### src/rtl/mc_controller.sv
// mc_controller: multicycle RV32I control FSM with ALU and immediate decoders
module mc_controller (
  input  logic       clk,
  input  logic       reset,
  input  logic [6:0] op,
  input  logic [2:0] funct3,
  input  logic       funct7b5,
  input  logic       Zero,
  output logic       PCWrite,
  output logic       AdrSrc,
  output logic       MemWrite,
  output logic       IRWrite,
  output logic       RegWrite,
  output logic [1:0] ResultSrc,
  output logic [1:0] ALUSrcA,
  output logic [1:0] ALUSrcB,
  output logic [2:0] ALUControl,
  output logic [1:0] ImmSrc,
  output logic       Illegal,
  output logic [3:0] State
);
  typedef enum logic [3:0] {
    FETCH    = 4'd0,
    DECODE   = 4'd1,
    MEMADR   = 4'd2,
    MEMREAD  = 4'd3,
    MEMWB    = 4'd4,
    MEMWRITE = 4'd5,
    EXECR    = 4'd6,
    EXECI    = 4'd7,
    ALUWB    = 4'd8,
    BEQ      = 4'd9,
    JAL      = 4'd10
  } state_t;
  state_t     state, next;
  logic       pc_update, branch, mem_write, ir_write, reg_write;
  logic [1:0] alu_op;
  // State register; asynchronous clear to FETCH
  always_ff @(posedge clk or negedge reset)
    if (!reset) state <= FETCH;
    else state <= next;
  // Next-state and per-state Moore outputs; unused codes fall back to FETCH with defaults
  always_comb begin
    next      = FETCH;
    pc_update = 1'b0;
    branch    = 1'b0;
    AdrSrc    = 1'b0;
    mem_write = 1'b0;
    ir_write  = 1'b0;
    reg_write = 1'b0;
    ResultSrc = 2'b00;
    ALUSrcA   = 2'b00;
    ALUSrcB   = 2'b00;
    alu_op    = 2'b00;
    Illegal   = 1'b0;
    case (state)
      FETCH: begin
        ir_write  = 1'b1;
        ALUSrcB   = 2'b10;
        ResultSrc = 2'b10;
        pc_update = 1'b1;
        next      = DECODE;
      end
      DECODE: begin
        ALUSrcA = 2'b01;
        ALUSrcB = 2'b01;
        case (op)
          7'b0000011, 7'b0100011: next = MEMADR;
          7'b0110011: next = EXECR;
          7'b0010011: next = EXECI;
          7'b1100011: next = BEQ;
          7'b1101111: next = JAL;
          default: Illegal = 1'b1;
        endcase
      end
      MEMADR: begin
        ALUSrcA = 2'b10;
        ALUSrcB = 2'b01;
        next    = op == 7'b0000011 ? MEMREAD : MEMWRITE;
      end
      MEMREAD: begin
        AdrSrc = 1'b1;
        next   = MEMWB;
      end
      MEMWB: begin
        ResultSrc = 2'b01;
        reg_write = 1'b1;
      end
      MEMWRITE: begin
        AdrSrc    = 1'b1;
        mem_write = 1'b1;
      end
      EXECR: begin
        ALUSrcA = 2'b10;
        alu_op  = 2'b10;
        next    = ALUWB;
      end
      EXECI: begin
        ALUSrcA = 2'b10;
        ALUSrcB = 2'b01;
        alu_op  = 2'b10;
        next    = ALUWB;
      end
      ALUWB: reg_write = 1'b1;
      BEQ: begin
        ALUSrcA = 2'b10;
        alu_op  = 2'b01;
        branch  = 1'b1;
      end
      JAL: begin
        ALUSrcA   = 2'b01;
        ALUSrcB   = 2'b10;
        pc_update = 1'b1;
        next      = ALUWB;
      end
      default: next = FETCH;
    endcase
  end
  // ALU decoder: subtract only for R-type funct3=000 with funct7b5 set
  always_comb begin
    ALUControl = 3'b000;
    case (alu_op)
      2'b01: ALUControl = 3'b001;
      2'b10:
        case (funct3)
          3'b000: ALUControl = {op[5], funct7b5} == 2'b11 ? 3'b001 : 3'b000;
          3'b010: ALUControl = 3'b101;
          3'b110: ALUControl = 3'b011;
          3'b111: ALUControl = 3'b010;
          default: ALUControl = 3'b000;
        endcase
      default: ALUControl = 3'b000;
    endcase
  end
  // Immediate format from opcode, independent of state
  always_comb begin
    ImmSrc = 2'b00;
    case (op)
      7'b0100011: ImmSrc = 2'b01;
      7'b1100011: ImmSrc = 2'b10;
      7'b1101111: ImmSrc = 2'b11;
      default: ImmSrc = 2'b00;
    endcase
  end
  assign PCWrite  = reset & (pc_update | (branch & Zero));
  assign IRWrite  = reset & ir_write;
  assign MemWrite = reset & mem_write;
  assign RegWrite = reset & reg_write;
  assign State    = state;
endmodule

### config.mk
export PLATFORM = sky130hd
export DESIGN_NAME = mc_controller
export DESIGN_NICKNAME = d
export VERILOG_FILES = /design/src/rtl/mc_controller.sv
export SDC_FILE = /design/constraint.sdc
export NUM_CORES = 1
export LEC_CHECK = 0
export ABC_AREA = 1
export BUFFER_PORTS_ARGS = -buffer_cell sky130_fd_sc_hd__buf_2
export CAP_MARGIN = 10
export CELL_PAD_IN_SITES_DETAIL_PLACEMENT = 1
export CELL_PAD_IN_SITES_GLOBAL_PLACEMENT = 1
export CORE_MARGIN = 2
export CORE_UTILIZATION = 26
export CTS_CLUSTER_DIAMETER = 30
export DETAILED_ROUTE_END_ITERATION = 12
export PLACE_DENSITY_LB_ADDON = 0.1
export SETUP_SLACK_MARGIN = 0.15
export SKIP_CTS_REPAIR_TIMING = 1
export SLEW_MARGIN = 20
export SYNTH_ARGS = -nofsm -noshare
export SYNTH_HDL_FRONTEND = slang
export SYNTH_SLANG_ARGS = --single-unit
### constraint.sdc
create_clock -name clk -period 1.6 [get_ports clk]
set_input_delay 0.16 -clock clk [delete_from_list [all_inputs] [get_ports clk]]
set_output_delay 0.16 -clock clk [all_outputs]
set_load 0.05 [all_outputs]
==> run summary <==
Outcome -> finished, violations left
Failing checks -> negative setup slack
Final Skew -> 2.454 ps
Max_cap viols -> 0
H-Tree Depth -> 1
Placed insts -> 173
WS Path Type -> flip-flop to output pin
Drt drc -> 0
Static leakage -> 0.7233 nW
Register area share after synthesis -> 17.70%
Post-synthesis register bit count -> 4
Combinational fraction of design power -> 83.1%
Vias in the first global route -> 797
Pwr/cell area -> 1155 nW/um2
Slowest-stage cell, CP -> dfrtp_2
Hold WS -> 291.1 ps
Drt total wl -> 3561 um
Clock power frac -> 8.2%
Router iterations before antenna repair -> 4
Buffers on Ports -> 34
Placed inst area -> 984.7 um2
Global-route congestion overflow total -> 0
Fmax -> 503.4 MHz
Worst vdd ir -> 1.094 mV
Worst r2r src -> State[3]
Final Critical Period -> 1986 ps
Yosys Warn Count -> 0
Largest register FFs -> 4
Min-delay src -> op[4]
Top cell type's share of synthesized area -> 17.70%
Initial DRC Count -> 9
Crit path DAT -> 1830 ps
Worst-path cell chain -> nor2_4 > inv_2 > nor2_4 > ha_4 > nand2_2 > nor2_2 > nor2_1 > a21oi_2 > buf_6
Syn_nets -> 114
Sw Ratio -> 56.24%
Die ar. -> 2564 um2
Most frequent CP cell -> nor2_4
Setup TNS -> -1696 ps
CTS tree -> built
Finished Cell Area -> 1345 um2
Filler instances -> 236
Min-Delay Path Class -> input pin to flip-flop
Ranking of synthesized cells by area -> dfrtp_1 (18%), nand2_1 (16%), nor2_1 (9.3%)
First-pass GRT wire length -> 3436 um
WL/cell -> 18.94 um
Latest clock arrival within the worst-skew pair -> 240 ps
Die width -> 50.64 um
Final worst-path cycle share -> 124.2%
Slew at the pin closest to its max-slew limit -> 442.1 ps
Final Util -> 67.19%
# diodes -> 0
Largest net degree at the start of global routing -> 7
Layout cell share with drive strength beyond 1 -> 68.94%
Vias -> 901
CP endpoint kind -> output pin
CP startpoint -> State[3]
Reg clk slew, reported paths -> 40 ps
Sink Count -> 4
CP required -> 1440 ps
Initial Utilization -> 28.25%
Core Footprint -> 2002 um2
Mean Syn Cell Area -> 5.771 um2
Final net count -> 179
Area Overhead vs Synth -> 137.8%
GRT Overall Usage -> 17.14%
Setup violators final -> 12
Slew Viols, Final -> 0
Sw power -> 873.8 uW
CTS root buf -> clkbuf_4
Post-synth cell types -> 17
Commonest non-fill, non-tap cells in the layout -> nand2_1 (19), buf_2 (19), buf_6 (19), buf_4 (14), inv_1 (12)
Cts bufs inserted -> 3
Final WS setup -> -386.5 ps
P_int -> 679.8 uW
Via/cell ratio -> 4.793
Post-DP HPWL -> 1729 um
Relative slew margins -> 70.30%
Sequential fraction of design power -> 8.7%
Clock Path Buffers -> 2
Final Non-Filler Cells -> 188
Cell Area, Synth -> 565.5 um2
Final Hold Viols -> 0
Crit path largest cell delay -> 440 ps
Initial antenna violation count -> 0
Routability Congestion -> 0.7650
RSZ-0062 raised after global routing -> true
Cell type with the largest total area after synthesis -> dfrtp_1
IO Count -> 35
Die Y -> 50.64 um
Post-route ant nets -> 0
Startpoint Class -> flip-flop
# rows -> 16
Synth Instances -> 98
Critical Path Fanout Max -> 3
path summary, 6_finish.rpt:
check	end	slack, ps	cells past startpoint
setup reg to reg	State[3]	50	10
hold reg to reg	State[0]	790	3
setup / recovery	ALUControl[0]	-390	9
min in group asynchronous	State[1]	340	2
hold / removal	State[2]	290	3
max in group asynchronous	State[2]	1060	2
final cells by class:
type,instances,area (um2),area share (%)
Sequential cell,4,105.1,7.814
Inverter,21,86.33,6.419
Multi-Input combinational cell,73,563.0,41.86
Clock buffer,3,22.52,1.674
Tap cell,27,33.78,2.512
Timing Repair Buffer,60,534.3,39.72
power by group through the flow:
stage | clock network, mW | registers (mW) | logic [mW]
6_report | 0.127 | 0.135 | 1.29
5_1_grt | 0.134 | 0.136 | 1.35
4_1_cts | 0.128 | 0.133 | 0.913
3_5_place_dp | 0 | 0.134 | 0.910
3_3_place_gp | 0 | 0.133 | 0.897
2_1_floorplan | 0 | 0.202 | 0.605
cells in the mapped netlist:
library cell	number
nor2_1	14
nand2_2	5
or2_1	1
dfrtp_1	4
nor2_4	4
inv_2	8
nand2_1	24
nor3_1	2
nor2_2	5
nand3_1	8
a21oi_1	3
inv_1	13
nor4_1	1
o21ai_1	1
nand2_4	2
ha_1	2
nand4_1	1
per-layer routing:
metal / GRT usage [%] / part of all wire [%] / vias up
li1: - / - / 422
met3: 1.190 / 3.1 / 10
met2: 31.36 / 52 / 34
met1: 21.12 / 42 / 435
met5: 0 / 0 / -
met4: 5.405 / 2.9 / 0
worst max-delay path, delay by kind of cell (launching register included):
| family | cells | cell delay, ps |
|---|---|---|
| buffers and inverters | 2 | 240 |
| AND/OR/NAND/NOR | 5 | 600 |
| adder cells (fa/ha/maj) | 1 | 170 |
| AO/OA/AOI/OAI | 1 | 140 |
| flip-flops | 1 | 440 |
kinds of logic after synthesis:
kind of cell / count (synthesis) / synth area share, %
adder cells (fa/ha/maj): 2 / 4.424
AND/OR/NAND/NOR: 67 / 60.40
flip-flops: 4 / 17.70
buffers and inverters: 21 / 13.94
AO/OA/AOI/OAI: 4 / 3.538
metrics by stage:
step / setup WS (ps) / total power [mW]
floorplan: -414.5 / 0.8069
global placement: -67.41 / 1.029
detailed placement: -154.0 / 1.044
CTS: -406.0 / 1.174
global route: -422.0 / 1.618
finish: -386.5 / 1.554
Note: power is estimated with default switching activity, not from simulation.
